`src/rtl/flow_source_pkg.sv`:
```
// Shared definitions for the flow-control transmit path.
// State codes are visible on the estado debug port.
package flow_source_pkg;

    typedef enum logic [1:0] {
        S_INIT  = 2'b00,
        S_SEND  = 2'b01,
        S_PAUSE = 2'b10,
        S_ERROR = 2'b11
    } state_e;

endpackage

```
`src/rtl/sat_counter.sv`:
```
// Saturating up-counter with synchronous clear.
// Holds at all-ones instead of wrapping.
module sat_counter #(
    parameter int W = 16
) (
    input  logic         clk,
    input  logic         clear_i,
    input  logic         inc_i,
    output logic [W-1:0] count_o
);

    logic [W-1:0] cnt_q;
    logic [W-1:0] cnt_d;

    always_comb begin
        cnt_d = cnt_q;
        if (clear_i) begin
            cnt_d = '0;
        end else if (inc_i && (cnt_q != {W{1'b1}})) begin
            cnt_d = cnt_q + 1'b1;
        end
    end

    always_ff @(posedge clk) begin
        cnt_q <= cnt_d;
    end

    assign count_o = cnt_q;

endmodule

```
`src/rtl/flow_source.sv`:
```
// Transmit side of the flow-control loop: upstream stream -> FIFO write port.
// A word taken in the cycle before a stop is still pushed; FIFO margin absorbs it.
module flow_source
    import flow_source_pkg::*;
#(
    parameter int DATA_W = 8,
    parameter int CNT_W  = 16
) (
    input  logic              clk,
    input  logic              reset,
    input  logic              iniciar,
    input  logic              valid_in,
    input  logic [DATA_W-1:0] data_in,
    output logic              ready_out,
    input  logic              pausa,
    input  logic              continuar,
    input  logic              error_full,
    input  logic              idle,
    output logic              push,
    output logic [DATA_W-1:0] data_out,
    output logic [CNT_W-1:0]  words_sent,
    output logic              overflow_seen,
    output logic [1:0]        estado
);

    state_e            state_q;
    state_e            state_d;
    logic              push_q;
    logic [DATA_W-1:0] data_q;
    logic              ovf_q;

    always_ff @(posedge clk) begin
        if (reset) begin
            state_q <= S_INIT;
        end else begin
            state_q <= state_d;
        end
    end

    always_comb begin
        state_d = state_q;
        unique case (state_q)
            S_INIT: begin
                if (iniciar) state_d = S_SEND;
            end
            S_SEND: begin
                if (error_full)  state_d = S_ERROR;
                else if (pausa)  state_d = S_PAUSE;
            end
            S_PAUSE: begin
                if (error_full)                state_d = S_ERROR;
                else if (pausa)                state_d = S_PAUSE;
                else if (continuar || idle)    state_d = S_SEND;
            end
            S_ERROR: begin
                if (idle && !error_full) state_d = S_SEND;
            end
            default: state_d = S_INIT;
        endcase
    end

    // Only S_SEND accepts, and never in the cycle a stop request arrives.
    always_comb begin
        ready_out = 1'b0;
        if (state_q == S_SEND) begin
            ready_out = !error_full && !pausa;
        end
    end

    always_ff @(posedge clk) begin
        if (reset) begin
            push_q <= 1'b0;
            data_q <= '0;
            ovf_q  <= 1'b0;
        end else begin
            push_q <= valid_in && ready_out;
            if (valid_in && ready_out) begin
                data_q <= data_in;
            end
            if (state_d == S_ERROR) begin
                ovf_q <= 1'b1;
            end
        end
    end

    sat_counter #(
        .W(CNT_W)
    ) u_words (
        .clk     (clk),
        .clear_i (reset),
        .inc_i   (push_q),
        .count_o (words_sent)
    );

    assign push          = push_q;
    assign data_out      = data_q;
    assign overflow_seen = ovf_q;
    assign estado        = state_q;

endmodule

```
`config.mk`:
```
export PLATFORM = sky130hd
export DESIGN_NAME = flow_source
export DESIGN_NICKNAME = d
export VERILOG_FILES = /design/src/rtl/flow_source_pkg.sv /design/src/rtl/sat_counter.sv /design/src/rtl/flow_source.sv
export SDC_FILE = /design/constraint.sdc
export NUM_CORES = 1
export LEC_CHECK = 0
export CORE_ASPECT_RATIO = 1.25
export CORE_MARGIN = 3
export CORE_UTILIZATION = 50
export CTS_CLUSTER_DIAMETER = 30
export DETAILED_ROUTE_END_ITERATION = 8
export DONT_BUFFER_PORTS = 1
export PLACE_DENSITY = 0.71
export SYNTH_ARGS = -nofsm -noshare
export SYNTH_HDL_FRONTEND = slang
export SYNTH_SLANG_ARGS = --single-unit
export TNS_END_PERCENT = 20
```
`constraint.sdc`:
```
create_clock -name clk -period 1.6 [get_ports clk]
set_input_delay 0.16 -clock clk [delete_from_list [all_inputs] [get_ports clk]]
set_output_delay 0.16 -clock clk [all_outputs]
set_load 0.05 [all_outputs]
```
==> metrics <==
reg-to-reg endpoint=u_words.count_o[14]$_SDFFE_PP0P_; io pins=45; CTS max path bufs=2; syn nets=166; Worst Setup Start Kind=flop; Hold Vio Cnt, Final=27; final WL=3310 um; worst hold path class=primary input to flop; Warnings, synthesis=0; setup_tns=-0.112 ns; Max Freq=605 MHz; Crit. Startpoint=u_words.count_o[1]$_SDFFE_PP0P_; Die W=51.8 um; Final Critical Period=1.65 ns; Inserted Diodes=0; fraction of layout cells with a size suffix above 1=41.6%; Final nets=208; CTS Sinks=28; Netlist Area Pre-Place=0.00131 mm2; Post-route DRC=0; met1 wire length=1210 um; syn avg cell area=8.79 um2; Clk pwr share=32.9%; Slew Limit Fails=0; CTS tree=done; vias in the first global route=1242; post-route antenna net violation count=0; violated checks=hold timing, setup timing; setup ws final=-0.0516 ns; final setup fails=5; post-place setup slack=-0.116 ns; R2R Setup Slk=-0.05 ns; cell area power density=684 mW/mm2; Placed Cells=214; Vert. Die Dim=63.2 um; hold path cells=1; RR Startpoint=u_words.count_o[1]$_SDFFE_PP0P_; r2r worst-path depth=6; Combinational Power Share=5.8%; Setup crit end kind=flop; worst skew pair latency=0.33 ns; Core ar.=0.00248 mm2; std cell rows=20; H-Tree Depth=1; drt via density=5.91; crit path max fanout=4; fin crit share=103%; largest net degree at the start of global routing=30; via count=1317; Pint=0.930 mW; worst path arrival time=1.89 ns; RSZ-0062 raised after global routing=yes; Clock transition at path regs=0.15 ns; Setup Skew=0.00765 ns; Static Leak=0.678 nW; Synth Instances=149; starting density of the core=52.9%; length of routed met2 wiring=1810 um; sequential cell area fraction in the yosys report=42.8%; Area growth, synth to finish=37.2%; sequential share of power=61.3%; post-synthesis cell type count=36; sw power=0.300 mW; total track usage=20.7%; Root Buffer=clkbuf_4; #FFs+latches synth=28; drt initial violations=42; MaxCap Viol Count=0; hold_ws=-0.142 ns; Hold Buf Count CTS=1; DP Wirelength=2400 um; initial antenna violation count=0; status=finished, violations left; Max rail drop VDD=0.633 mV; worst-margin pin slew=0.527 ns; Die Area=0.00327 mm2; max_slew headroom=64.8%; Layout Cells excl Fill=223; GP Congestion=0.859; Crit path required time=1.84 ns; WL met3=239 um; Sw Ratio=24.4%; Worst setup endpoint=u_words.count_o[14]$_SDFFE_PP0P_; Top Metal Used=met4; total CTS buffers=3; fill count=183; global-route wire length before repair=5280 um; first drt pass iteration count=4; Pwr Total=1.23 mW; GRT Residual Overflow=0; drt wl/cell=14.8 um; critical path class=flop to flop; I/O Buffers=0
==> how the worst min path moves through the flow <==
stage          startpoint                               to  slack (ns)
6_report            reset  u_words.count_o[5]$_SDFFE_PP0P_       -0.14
5_1_grt             reset  u_words.count_o[5]$_SDFFE_PP0P_       -0.17
4_1_cts             reset  u_words.count_o[5]$_SDFFE_PP0P_       -0.16
3_5_place_dp        reset  u_words.count_o[5]$_SDFFE_PP0P_        0.22
3_3_place_gp        reset  u_words.count_o[5]$_SDFFE_PP0P_        0.22
2_1_floorplan  error_full             estado[1]$_SDFF_PP0_        0.30
==> power by group through the flow <==
stage                     registers (mW)  logic, mW  clock network, mW
final                              0.754     0.0714              0.405
after global routing               0.757     0.0799              0.441
after CTS                          0.754     0.0708              0.416
after detailed placement           0.770     0.0650                  0
after global placement             0.769     0.0625                  0
after floorplan                    0.779     0.0509                  0
==> state kept, by name, summed over array words and instances (netlist names) <==
name / flops
estado: 2
data_out: 8
push: 1
overflow_seen: 1
u_words.count_o: 16
==> worst max-delay path, stage by stage, from the launching register on <==
cell      delay (ns)
dfxtp_4         0.40
ha_4            0.15
buf_6           0.10
nand4_1         0.15
a211oi_2        0.30
nand4_1         0.15
mux2_4          0.31
==> kinds of logic (layout without fill, tap and decap cells) <==
kind of cell	Yosys count	after routing	share of synthesized area [%]
multiplexers	3	3	2.39
buffers and inverters	11	52	3.82
flip-flops	28	28	42.8
AND/OR/NAND/NOR	63	63	27.6
XOR/XNOR	4	4	2.67
AO/OA/AOI/OAI	39	39	19.8
adder cells (fa/ha/maj)	1	1	0.955
==> timing repair <==
item	CTS	global route
setup buffers	1	3
pin swaps	2	6
resized for setup	9	9
endpoints found under the hold margin	27	27
endpoints found under the setup margin	11	14
==> metrics by stage <==
stage	utilization [%]	cell area [um2]
6_report	72.6	1800
3_5_place_dp	66.0	1630
3_3_place_gp	66.0	1630
5_1_grt	72.6	1800
4_1_cts	70.2	1740
2_1_floorplan	-	1340
==> cell usage in the layout (no fill, tap or decap), types with 2 or more instances in the layout <==
cell / instances
buf_4: 37
a21oi_1: 17
nand2_1: 16
dfxtp_1: 13
dfxtp_2: 12
nor2_1: 11
nand3_1: 10
or3_1: 6
nand4_1: 5
o21ai_0: 5
inv_1: 5
buf_6: 4
nand4_2: 3
xnor2_1: 3
o31ai_1: 3
o21ai_1: 3
clkbuf_4: 3
dfxtp_4: 3
and4_4: 2
and4_1: 2
nor3_2: 2
mux2i_1: 2
a31oi_1: 2
or4_1: 2
a21oi_2: 2
==> cell usage after synthesis, drive strengths merged <==
library cell | instances | area share [%]
nor4b | 1 | 1.8
a21boi | 1 | 0.57
nor2 | 11 | 3.2
nor2b | 1 | 0.48
o41ai | 1 | 2.1
xnor2 | 3 | 2.0
o21ai | 8 | 3.1
xor2 | 1 | 0.67
o2111ai | 1 | 0.67
nor3 | 2 | 1.1
nand4 | 8 | 5.3
dfxtp | 28 | 43
and4 | 4 | 2.7
buf | 3 | 1.5
inv | 5 | 1.4
ha | 1 | 0.95
a211oi | 1 | 0.95
o31ai | 3 | 1.7
a31oi | 2 | 0.95
or4 | 2 | 1.1
a2111oi | 1 | 1.1
o21bai | 1 | 0.57
mux2 | 1 | 0.86
clkbuf | 3 | 0.86
nand3 | 11 | 4.2
mux2i | 2 | 1.5
nand2 | 17 | 4.9
or3 | 6 | 2.9
o22ai | 1 | 0.48
a21oi | 19 | 7.5
==> final cells by class <==
class                           instances  area, um2  area share (%)
Multi-Input combinational cell        110        756            42.0
Clock buffer                            4       47.5            2.64
Inverter                                5       18.8            1.04
Timing Repair Buffer                   43        348            19.3
Sequential cell                        28        587            32.6
Tap cell                               33       41.3            2.30
==> routing by layer <==
metal | vias to the layer above | track usage [%]
met5 | - | 0
met4 | 0 | 10.5
met3 | 6 | 5.91
met2 | 51 | 38.2
met1 | 629 | 20.0
li1 | 631 | -
No activity file was read; power rests on OpenSTA's default activity.
